<file path="src/rtl/fourbit_alu_pkg.sv">
// fourbit_alu_pkg: shared types and constants for the FourBitALU datapath
package fourbit_alu_pkg;
  typedef enum logic [1:0] {IDLE, ACCUM, DONE} mac_state_t;
  localparam int MAC_N_TERMS_DEF = 4;
  localparam int MAC_ACC_W_DEF = 10;
  localparam int PROD_W = 8;
endpackage

</file>
<file path="src/rtl/fourbit_mac_if.sv">
// fourbit_mac_if: operand-in and result-out valid/ready bundle of the MAC stage
interface fourbit_mac_if import fourbit_alu_pkg::*; #(parameter int ACC_W = MAC_ACC_W_DEF);
  logic in_valid;
  logic in_ready;
  logic [3:0] a;
  logic [3:0] b;
  logic out_valid;
  logic out_ready;
  logic [ACC_W-1:0] acc_out;
  logic ovf;
  modport master (output in_valid, a, b, out_ready, input in_ready, out_valid, acc_out, ovf);
  modport slave (input in_valid, a, b, out_ready, output in_ready, out_valid, acc_out, ovf);
endinterface

</file>
<file path="src/rtl/fourbitMUL.sv">
// fourbitMUL: combinational 4x4 unsigned array multiplier
module fourbitMUL (
  input  logic [3:0] a,
  input  logic [3:0] b,
  output logic [7:0] p
);
  always_comb begin
    p = '0;
    for (int i = 0; i < 4; i++) p = p + ({4'b0, a & {4{b[i]}}} << i);
  end
endmodule

</file>
<file path="src/rtl/fourbit_mac.sv">
// fourbit_mac: sums N_TERMS 4x4 products per result over valid/ready handshakes.
// Define FOURBIT_MAC_SATURATE_EN to clamp on overflow instead of wrapping.
module fourbit_mac import fourbit_alu_pkg::*; #(
  parameter int N_TERMS = MAC_N_TERMS_DEF,
  parameter int ACC_W = MAC_ACC_W_DEF
) (
  input logic clk,
  input logic rst_n,
  fourbit_mac_if.slave bus
);
  localparam int CNT_W = 5;
  mac_state_t state, state_nx;
  logic [ACC_W-1:0] acc, acc_nx;
  logic [CNT_W-1:0] cnt, cnt_nx;
  logic ovf, ovf_nx;
  logic [PROD_W-1:0] prod;
  logic [ACC_W:0] sum;
  logic accept;
  fourbitMUL u_mul (.a(bus.a), .b(bus.b), .p(prod));
  assign bus.in_ready = (state != DONE) || bus.out_ready;
  assign accept = bus.in_valid && bus.in_ready;
  assign sum = {1'b0, acc} + (ACC_W+1)'(prod);
  assign bus.out_valid = state == DONE;
  assign bus.acc_out = acc;
  assign bus.ovf = ovf;
  // an accept outside ACCUM (IDLE, or DONE with output handshake) opens a new group
  always_comb begin
    state_nx = state;
    acc_nx = acc;
    cnt_nx = cnt;
    ovf_nx = ovf;
    if (accept && state == ACCUM) begin
      cnt_nx = cnt + 1'b1;
      ovf_nx = ovf | sum[ACC_W];
`ifdef FOURBIT_MAC_SATURATE_EN
      acc_nx = (ovf | sum[ACC_W]) ? '1 : sum[ACC_W-1:0];
`else
      acc_nx = sum[ACC_W-1:0];
`endif
      state_nx = (cnt == CNT_W'(N_TERMS - 1)) ? DONE : ACCUM;
    end else if (accept) begin
      acc_nx = ACC_W'(prod);
      cnt_nx = CNT_W'(1);
      ovf_nx = 1'b0;
      state_nx = (N_TERMS == 1) ? DONE : ACCUM;
    end else if (state == DONE && bus.out_ready) begin
      state_nx = IDLE;
    end
  end
  always_ff @(posedge clk) begin
    if (!rst_n) begin
      state <= IDLE;
      acc <= '0;
      cnt <= '0;
      ovf <= 1'b0;
    end else begin
      state <= state_nx;
      acc <= acc_nx;
      cnt <= cnt_nx;
      ovf <= ovf_nx;
    end
  end
endmodule

</file>
<file path="src/flat_wrapper.sv">
// flat-port wrapper written by rule: the top's interface ports become plain ports
module fourbit_mac_flat import fourbit_alu_pkg::*;
#(
  parameter int N_TERMS = MAC_N_TERMS_DEF,
  parameter int ACC_W = MAC_ACC_W_DEF
)
  (clk, rst_n, bus_in_valid, bus_a, bus_b, bus_out_ready, bus_in_ready, bus_out_valid, bus_acc_out, bus_ovf);
  fourbit_mac_if #(.ACC_W(ACC_W)) bus_i ();
  input logic clk;
  input logic rst_n;
  input wire logic [$bits(bus_i.in_valid)-1:0] bus_in_valid;
  input wire logic [$bits(bus_i.a)-1:0] bus_a;
  input wire logic [$bits(bus_i.b)-1:0] bus_b;
  input wire logic [$bits(bus_i.out_ready)-1:0] bus_out_ready;
  output wire logic [$bits(bus_i.in_ready)-1:0] bus_in_ready;
  output wire logic [$bits(bus_i.out_valid)-1:0] bus_out_valid;
  output wire logic [$bits(bus_i.acc_out)-1:0] bus_acc_out;
  output wire logic [$bits(bus_i.ovf)-1:0] bus_ovf;
  assign bus_i.in_valid = bus_in_valid;
  assign bus_i.a = bus_a;
  assign bus_i.b = bus_b;
  assign bus_i.out_ready = bus_out_ready;
  assign bus_in_ready = bus_i.in_ready;
  assign bus_out_valid = bus_i.out_valid;
  assign bus_acc_out = bus_i.acc_out;
  assign bus_ovf = bus_i.ovf;
  fourbit_mac #(.N_TERMS(N_TERMS), .ACC_W(ACC_W)) u_core (.clk(clk), .rst_n(rst_n), .bus(bus_i));
endmodule
</file>
<file path="config.mk">
export PLATFORM = sky130hd
export DESIGN_NAME = fourbit_mac_flat
export DESIGN_NICKNAME = d
export VERILOG_FILES = /design/src/rtl/fourbit_alu_pkg.sv /design/src/rtl/fourbit_mac_if.sv /design/src/rtl/fourbitMUL.sv /design/src/rtl/fourbit_mac.sv /design/src/flat_wrapper.sv
export SDC_FILE = /design/constraint.sdc
export NUM_CORES = 1
export LEC_CHECK = 0
export CAP_MARGIN = 10
export CORE_ASPECT_RATIO = 1.4
export CORE_MARGIN = 3
export CORE_UTILIZATION = 50
export CTS_CLUSTER_DIAMETER = 60
export DETAILED_ROUTE_END_ITERATION = 8
export PLACE_DENSITY = 0.75
export SLEW_MARGIN = 15
export SYNTH_ARGS = -nofsm -noshare
export SYNTH_HDL_FRONTEND = slang
export SYNTH_SLANG_ARGS = --single-unit
</file>
<file path="constraint.sdc">
create_clock -name clk -period 10.5 [get_ports clk]
set_clock_uncertainty 0.15 [all_clocks]
set_input_delay 2.1 -clock clk [delete_from_list [all_inputs] [get_ports clk]]
set_output_delay 2.1 -clock clk [all_outputs]
set_load 0.02 [all_outputs]
</file>
==> reports/results.env, run 1 <==
MIN_PERIOD_OVER_PERIOD_PCT=60.6
CLOCK_ROOT_BUFFER='sky130_fd_sc_hd__clkbuf_8'
CTS_BUFFERS=3
FINAL_COMMON_CELL='sky130_fd_sc_hd__clkdlybuf4s50_1'
NUMBER_OF_ANTENNA_VIOLATIONS_AT_THE_FIRST_CHECK_IN_GLOBAL_ROUTING=0
WORST_HOLD_SLACK_NS=0.301
INITIAL_CORE_UTIL_PCT=53.1
GLOBALPLACE.CONGESTION=0.795
DRT-PASS1-ITER-COUNT=4
CELLLEAKAGEPOWER_nW=0.820
PORT-BUFFER-COUNT=24
SYNTH_CELL_TYPES=38
TIMING.CRITICAL_PATH.CELLS='clkdlybuf4s50_1 > and2_1 > ha_1 > fa_1 > xor2_1 > fa_1 > ha_1 > fa_1 > a21o_1 > a21o_1 > ha_1 > and3_1 > a31oi_1 > or4b_1 > nand3_1'
GRT_SETUP_UNREPAIRED='false'
MAIN_COMBINATIONAL_CELL_FAMILY_BY_AREA_AFTER_SYNTHESIS='simple AND/OR/NAND/NOR gates'
HOLD_VIOL=0
YS_SEQ_ELEMENTS=18
FINAL_PERIOD_MINUS_WORST_SETUP_SLACK_NS=6.36
SWITCHING_SHARE_PCT=37.4
POST_CTS_RESIZE_COUNT=0
TRITONCTS='yes'
IOPINCOUNT=25
ENDPOINT_KIND='register'
YS_ASYNC_SR_FRACTION_PCT=0
WORST_EP_REQUIRED_TIME_NS=10.55
GRT_FIRST_PASS_WIRELENGTH_MM=6.25
CLOCK_POWER_SHARE_PCT=21.5
SYNTH_FA_HA_AREA_SHARE_PCT=21.6
DIE_HEIGHT_UM=71.7
POSTCTSHOLDBUFS=0
CTS.HTREE.LEVELS=1
CLKSLEWWORSTSETUPHOLDPATHS_NS=0.07
SYNTH_SIMPLE_GATE_AREA_SHARE_PCT=23.8
MOSTFREQUENTLAYOUTCELLS='24 x sky130_fd_sc_hd__clkdlybuf4s50_1, 20 x sky130_fd_sc_hd__nand2_1, 18 x sky130_fd_sc_hd__dfxtp_1, 17 x sky130_fd_sc_hd__a21oi_1, 17 x sky130_fd_sc_hd__ha_1'
AREA_FRACTION_IN_COMPOUND_GATES_AFTER_SYNTHESIS_PCT=23.6
DESIGN.CORE.AREA_MM2=0.00291
TIMING.HOLD.WORST.CLASS='reg -> reg'
CPPEAKSTAGEDELAY_NS=0.52
FINAL_ANTENNA_NET_COUNT=0
MEAN_INSTANCE_SIZE_IN_THE_SYNTHESIZED_NETLIST_UM2=8.29
MAX-CAP-VIOLATIONS=0
WARNING_COUNT_FROM_THE_YOSYS_RUN=0
MAX_CLOCK_FREQ_GHz=0.157
ANTENNA_CELLS=0
DIEAREA_MM2=0.00380
SHARE_OF_POWER_BURNED_IN_COMBINATIONAL_LOGIC_PCT=45.0
GRT_UTIL_ALL_LAYERS_PCT=21.4
SYNTH_NETS=221
SETUP-VIOLATIONS-FINAL=0
POWERDENSITY_mW_PER_MM2=123
BUFFERS_INSERTED_BY_POST_CTS_TIMING_REPAIR=0
P_SW_W=0.0000849
NUMBER_OF_BUFFERS_BETWEEN_CLOCK_ROOT_AND_THE_DEEPEST_SINK=2
SYN_AREA_MM2=0.00154
CRITPATHSLOWESTCELL='sky130_fd_sc_hd__or4b_1'
FINALWIRELENGTH_MM=3.75
SYNTH_ENABLE_FLOP_CELLS=0
POWER_W=0.000227
POST_ROUTE_CELLS_DRIVE_ABOVE_1_SHARE_PCT=4.35
GRT_REMAINING_OVERFLOW=0
CRITICAL_PATH_PEAK_FANOUT=8
TIGHTEST_SLEW_NS=0.763
WORST_SETUP_PATH_START_KIND='input port'
SYNTH-XOR-AREA-SHARE_PCT=4.54
FIRST_ITER_VIOLATIONS=49
NUMBER_OF_CORE_ROWS=23
WORST_SKEW_PAIR.LATE_LATENCY_NS=0.25
WORSTSETUPPATHTYPE='in -> reg'
CTS.SINKS=18
POWER.INTERNAL_W=0.000142
GRT_START_MAX_NET_PINS=25
MUXSHAREOFSYNTHAREA_PCT=0.649
POWER.SHARE.SEQUENTIAL_PCT=33.5
NUM_VIAS=1431
FIN_SETUP_TNS_NS=0
FINAL_NETS=244
ROUTED_WIRE_PER_STD_CELL_UM=15.4
IR_DROP_mV=0.0759
POSTSYNTHCELLCOUNT=186
AVGVIACOUNTPERCELL=5.86
SLEW_HEADROOM_PCT=48.9
VIA_COUNT_OF_THE_FIRST_GLOBAL_ROUTING_PASS=1470
DIE_WIDTH_UM=52.9
PLACE.DETAILED.HPWL_MM=2.86
SYNTHTOLAYOUTAREAGROWTH_PCT=19.7
SYNTH-MAIN-FF-CELL='sky130_fd_sc_hd__dfxtp_1'
REMAINING_DRC_ERRORS=0
FINALMAXSLEWVIOLATIONS=0
CP_ARRIVAL_NS=6.41
OUTCOME='finished clean'
SYNTH.YOSYS.SEQ_AREA_SHARE_PCT=23.4
## path summary, 6_finish.rpt
check | startpoint | to | slack, ns | cells past startpoint
hold / removal | u_core.cnt[4] | u_core.cnt[4] | 0.30 | 1
setup / recovery | bus_a[1] | u_core.bus.acc_out[9] | 4.14 | 15
hold reg to reg | u_core.cnt[4] | u_core.cnt[4] | 0.30 | 1
setup reg to reg | u_core.bus.acc_out[0] | u_core.bus.acc_out[6] | 8.31 | 7
## state kept, by name, summed over array words and instances (netlist names)
name                cells
u_core.cnt              5
u_core.state            2
u_core.bus.acc_out     10
u_core.bus.ovf          1
## power by group through the flow
stage	sequential (W)	clock, W	combinational [W]
4_1_cts	0.0000760	0.0000499	0.000102
2_1_floorplan	0.0000809	0	0.0000687
6_report	0.0000761	0.0000489	0.000102
5_1_grt	0.0000769	0.0000528	0.000113
3_5_place_dp	0.0000776	0	0.000100
3_3_place_gp	0.0000773	0	0.0000963
## critical path, delay by kind of cell
family / cells / cell delay [ns]
fa+ha+maj: 6 / 2.19
simple gates: 4 / 1.00
compound gates: 3 / 0.49
buf+inv: 1 / 0.45
xor+xnor: 1 / 0.18
## routing by layer
layer / global-route usage, % / vias up / part of all wire, %
met5: 0 / - / 0
li1: - / 710 / -
met4: 8.52 / 0 / 2.5
met1: 24.8 / 678 / 40
met2: 38.4 / 32 / 55
met3: 2.70 / 11 / 3.2
## per-stage QoR
| stage | cell area, µm² | util (%) | setup slack (ns) | instances |
|---|---|---|---|---|
| floorplan | 1540 | - | 4.63 | 186 |
| global placement | 1810 | 62.1 | 3.98 | 241 |
| detailed placement | 1810 | 62.1 | 3.88 | 241 |
| CTS | 1850 | 63.5 | 4.14 | 244 |
| global route | 1850 | 63.5 | 3.95 | 244 |
| finish | 1850 | 63.5 | 4.14 | 244 |
## logic make-up (layout without fill, tap and decap cells)
| logic type | Yosys count | in the layout |
|---|---|---|
| simple gates | 70 | 70 |
| compound gates | 56 | 56 |
| fa+ha+maj | 23 | 23 |
| mux | 1 | 1 |
| flops | 18 | 18 |
| xor+xnor | 8 | 8 |
| buf+inv | 10 | 31 |
## layout make-up
class	count	area [µm²]
inverter	4	15.0
sequential	18	360
fill	257	1060
timing repair buffer	24	240
multi-input combinational	158	1140
clock buffer	3	41.3
tap	37	46.3
## synth_stat cells, types with 3 or more instances
master                     number  share of area [%]
sky130_fd_sc_hd__o211a_1        3                1.9
sky130_fd_sc_hd__nand2_1       20                4.9
sky130_fd_sc_hd__o21ai_0       14                4.5
sky130_fd_sc_hd__o211ai_1       4                1.9
sky130_fd_sc_hd__nor2_1         6                1.5
sky130_fd_sc_hd__a21oi_1       17                5.5
sky130_fd_sc_hd__inv_1          4               0.97
sky130_fd_sc_hd__xor2_1         3                1.7
sky130_fd_sc_hd__clkbuf_1       5                1.2
sky130_fd_sc_hd__a21o_1         6                2.9
sky130_fd_sc_hd__and2_1        14                5.7
sky130_fd_sc_hd__nand4_1        4                1.6
sky130_fd_sc_hd__ha_1          17                 14
sky130_fd_sc_hd__xnor2_1        5                2.8
sky130_fd_sc_hd__nand3_1       10                3.2
sky130_fd_sc_hd__fa_1           6                7.8
sky130_fd_sc_hd__dfxtp_1       18                 23
Note: power is estimated with default switching activity, not from simulation.
==> run 2: changes to the inputs <==
--- a/config.mk
+++ b/config.mk
@@ -8,10 +8,10 @@
 export CAP_MARGIN = 10
 export CORE_ASPECT_RATIO = 1.4
 export CORE_MARGIN = 3
-export CORE_UTILIZATION = 50
+export CORE_UTILIZATION = 48
 export CTS_CLUSTER_DIAMETER = 60
 export DETAILED_ROUTE_END_ITERATION = 8
-export PLACE_DENSITY = 0.75
+export PLACE_DENSITY = 0.76
 export SLEW_MARGIN = 15
 export SYNTH_ARGS = -nofsm -noshare
 export SYNTH_HDL_FRONTEND = slang
==> constraint.sdc (replaced) <==
create_clock -name clk -period 5.7 [get_ports clk]
set_clock_uncertainty 0.15 [all_clocks]
set_input_delay 1.14 -clock clk [delete_from_list [all_inputs] [get_ports clk]]
set_output_delay 1.14 -clock clk [all_outputs]
set_load 0.02 [all_outputs]
==> run 2 against run 1 <==
Register-to-register slack lost 4.8 ns. Final area grew 0.75%. Non-clock buffer count is the same. Critical path depth is the same. Worst setup slack lost 3.8 ns. Utilization shrank 0.77 points. Highest routed layer unchanged. First-iteration DRC count shrank 4.1%. Via count grew 1.3%. Routed wire length grew 4.3%. Sequential cell count is the same. Sequential share of layout area shrank 0.14 points. Largest power group unchanged.
==> reports/results.env, run 2 (synthesis gave the netlist of run 1 again) <==
OUTCOME='finished clean'
POST_ROUTE_CELLS_DRIVE_ABOVE_1_SHARE_PCT=4.81
LARGEST_REGISTER_FFS=10
MAX-CAP-VIOLATIONS=0
POSTCTSHOLDBUFS=0
CTS_BUFFERS=3
FINAL_COMMON_CELL='sky130_fd_sc_hd__clkdlybuf4s50_1'
FIRST_ITER_VIOLATIONS=47
LAYOUT.FILLER_CELLS=261
MOSTFREQUENTLAYOUTCELLS='24 x sky130_fd_sc_hd__clkdlybuf4s50_1, 20 x sky130_fd_sc_hd__nand2_1, 18 x sky130_fd_sc_hd__dfxtp_1, 17 x sky130_fd_sc_hd__a21oi_1, 17 x sky130_fd_sc_hd__ha_1'
DIE_WIDTH_UM=53.9
FINALWIRELENGTH_MM=3.91
FIN_SETUP_TNS_NS=0
CLKSLEWWORSTSETUPHOLDPATHS_NS=0.07
GRT_REMAINING_OVERFLOW=0
MAX_CLOCK_FREQ_GHz=0.186
GLOBALPLACE.CONGESTION=0.829
IOPINCOUNT=25
CLOCK_ROOT_BUFFER='sky130_fd_sc_hd__clkbuf_8'
SEQ_AREA_UM2=360
NUMPLACEDINSTANCES=241
FINAL_PERIOD_MINUS_WORST_SETUP_SLACK_NS=5.38
MET2_WIRELENGTH_MM=2.13
BUFFERS_INSERTED_BY_POST_CTS_TIMING_REPAIR=0
AVGVIACOUNTPERCELL=5.92
ANTENNA_CELLS=0
POST_CTS_RESIZE_COUNT=0
CP_ARRIVAL_NS=5.43
WORST_SETUP_PATH_ENDPOINT='u_core.bus.acc_out[9]'
SETUP.REG_TO_REG.WORST_SLACK_NS=3.53
INITIAL_CORE_UTIL_PCT=52.0
MAXUSEDROUTINGLAYER='met4'
WORST_SETUP_PATH_START_KIND='input port'
POWERDENSITY_mW_PER_MM2=233
ROUTED_WIRE_PER_STD_CELL_UM=16.0
MIN_PERIOD_OVER_PERIOD_PCT=94.3
CTS.HTREE.LEVELS=1
HOLD_VIOL=0
GRT_START_MAX_NET_PINS=25
SYNTHTOLAYOUTAREAGROWTH_PCT=20.6
NUMBER_OF_CORE_ROWS=23
WORST_EP_REQUIRED_TIME_NS=5.75
CELLLEAKAGEPOWER_nW=0.827
MULTI_INPUT_COMB_AREA_MM2=0.00114
WORSTREG2REGSTART='u_core.bus.acc_out[0]'
FINAL_NETS=244
GRT_UTIL_ALL_LAYERS_PCT=21.4
TIGHTEST_SLEW_NS=0.779
GRT_SETUP_UNREPAIRED='false'
SLEW_HEADROOM_PCT=47.9
DRT-PASS1-ITER-COUNT=4
CTS.SINKS=18
DESIGN.CORE.AREA_MM2=0.00296
DIEAREA_MM2=0.00394
FINALMAXSLEWVIOLATIONS=0
IR_DROP_mV=0.182
NUMBER_OF_BUFFERS_BETWEEN_CLOCK_ROOT_AND_THE_DEEPEST_SINK=2
REG2REG_DEPTH=7
PORT-BUFFER-COUNT=24
WORST_SKEW_PAIR.LATE_LATENCY_NS=0.26
GRT_FIRST_PASS_WIRELENGTH_MM=6.32
TIMING.HOLD.WORST.CLASS='reg -> reg'
ENDPOINT_KIND='register'
TRITONCTS='yes'
CRITICAL_PATH_PEAK_FANOUT=8
PLACE.DETAILED.HPWL_MM=2.86
WIRELENGTH_MET1_MM=1.56
FINAL_CELL_COUNT_NO_FILL=245
NUMBER_OF_ANTENNA_VIOLATIONS_AT_THE_FIRST_CHECK_IN_GLOBAL_ROUTING=0
NUM_VIAS=1450
SETUP-VIOLATIONS-FINAL=0
RR_ENDPOINT='u_core.bus.acc_out[6]'
VIA_COUNT_OF_THE_FIRST_GLOBAL_ROUTING_PASS=1459
REMAINING_DRC_ERRORS=0
CP-STARTPOINT='bus_a[1]'
FINAL_ANTENNA_NET_COUNT=0
DETAILROUTE.WIRELENGTH.MET3_UM=174
DIE_HEIGHT_UM=73.1
WORSTSETUPPATHTYPE='in -> reg'
[run 2: worst min path at each step]
stage | start | to | slack [ns] | cells after the start
after floorplan | u_core.cnt[4] | u_core.cnt[4] | 0.26 | 1
after global placement | u_core.cnt[4] | u_core.cnt[4] | 0.30 | 1
after detailed placement | u_core.cnt[4] | u_core.cnt[4] | 0.29 | 1
after CTS | u_core.cnt[4] | u_core.cnt[4] | 0.31 | 1
after global routing | u_core.cnt[4] | u_core.cnt[4] | 0.33 | 1
final | u_core.cnt[4] | u_core.cnt[4] | 0.31 | 1
[run 2: through the flow]
stage	hold slack (ns)	power (W)	utilization (%)	worst slack [ns]	cell area, µm²
2_1_floorplan	0.265	0.000276	-	0.788	1540
3_3_place_gp	0.297	0.000320	60.9	0.198	1810
3_5_place_dp	0.293	0.000326	60.9	0.0954	1810
4_1_cts	0.305	0.000437	62.8	0.346	1860
5_1_grt	0.327	0.000461	62.8	0.138	1860
6_report	0.305	0.000433	62.8	0.323	1860
[run 2: routing by layer]
metal	track usage [%]	up-vias
met5	0	-
met4	5.97	0
met3	2.04	4
met2	40.4	37
met1	24.2	696
li1	-	713
[run 2: power breakdown]
group	total, W	switching (W)	internal (W)
combinational	0.000187	0.000105	0.0000816
clock	0.000106	0.0000447	0.0000615
sequential	0.000140	0.00000687	0.000133
total	0.000433	0.000157	0.000276
[run 2: final cells by class]
cell class	count	share of cell area (%)
repair buffers	24	12.9
inverters	4	0.807
flip-flops and latches	18	19.4
clock buffers	4	2.96
multi-input cells	158	61.5
well taps	37	2.49
[run 2: critical path, stage by stage]
cell and delay [ns]:
sky130_fd_sc_hd__clkdlybuf4s50_1 0.46, sky130_fd_sc_hd__and2_1 0.20, sky130_fd_sc_hd__ha_1 0.23, sky130_fd_sc_hd__fa_1 0.41, sky130_fd_sc_hd__xor2_1 0.18, sky130_fd_sc_hd__fa_1 0.48, sky130_fd_sc_hd__ha_1 0.23, sky130_fd_sc_hd__fa_1 0.41
sky130_fd_sc_hd__a21o_1 0.19, sky130_fd_sc_hd__a21o_1 0.18, sky130_fd_sc_hd__ha_1 0.40, sky130_fd_sc_hd__and3_1 0.21, sky130_fd_sc_hd__a31oi_1 0.10, sky130_fd_sc_hd__or4b_1 0.52, sky130_fd_sc_hd__nand3_1 0.08
==> run 3: changes to the inputs <==
--- a/config.mk
+++ b/config.mk
@@ -11,6 +11,7 @@
 export CORE_UTILIZATION = 48
 export CTS_CLUSTER_DIAMETER = 60
 export DETAILED_ROUTE_END_ITERATION = 8
+export HOLD_SLACK_MARGIN = 0.06
 export PLACE_DENSITY = 0.76
 export SLEW_MARGIN = 15
 export SYNTH_ARGS = -nofsm -noshare
==> results of run 3 <==
No change in the layout: final DEF, timing and power equal those of run 2.
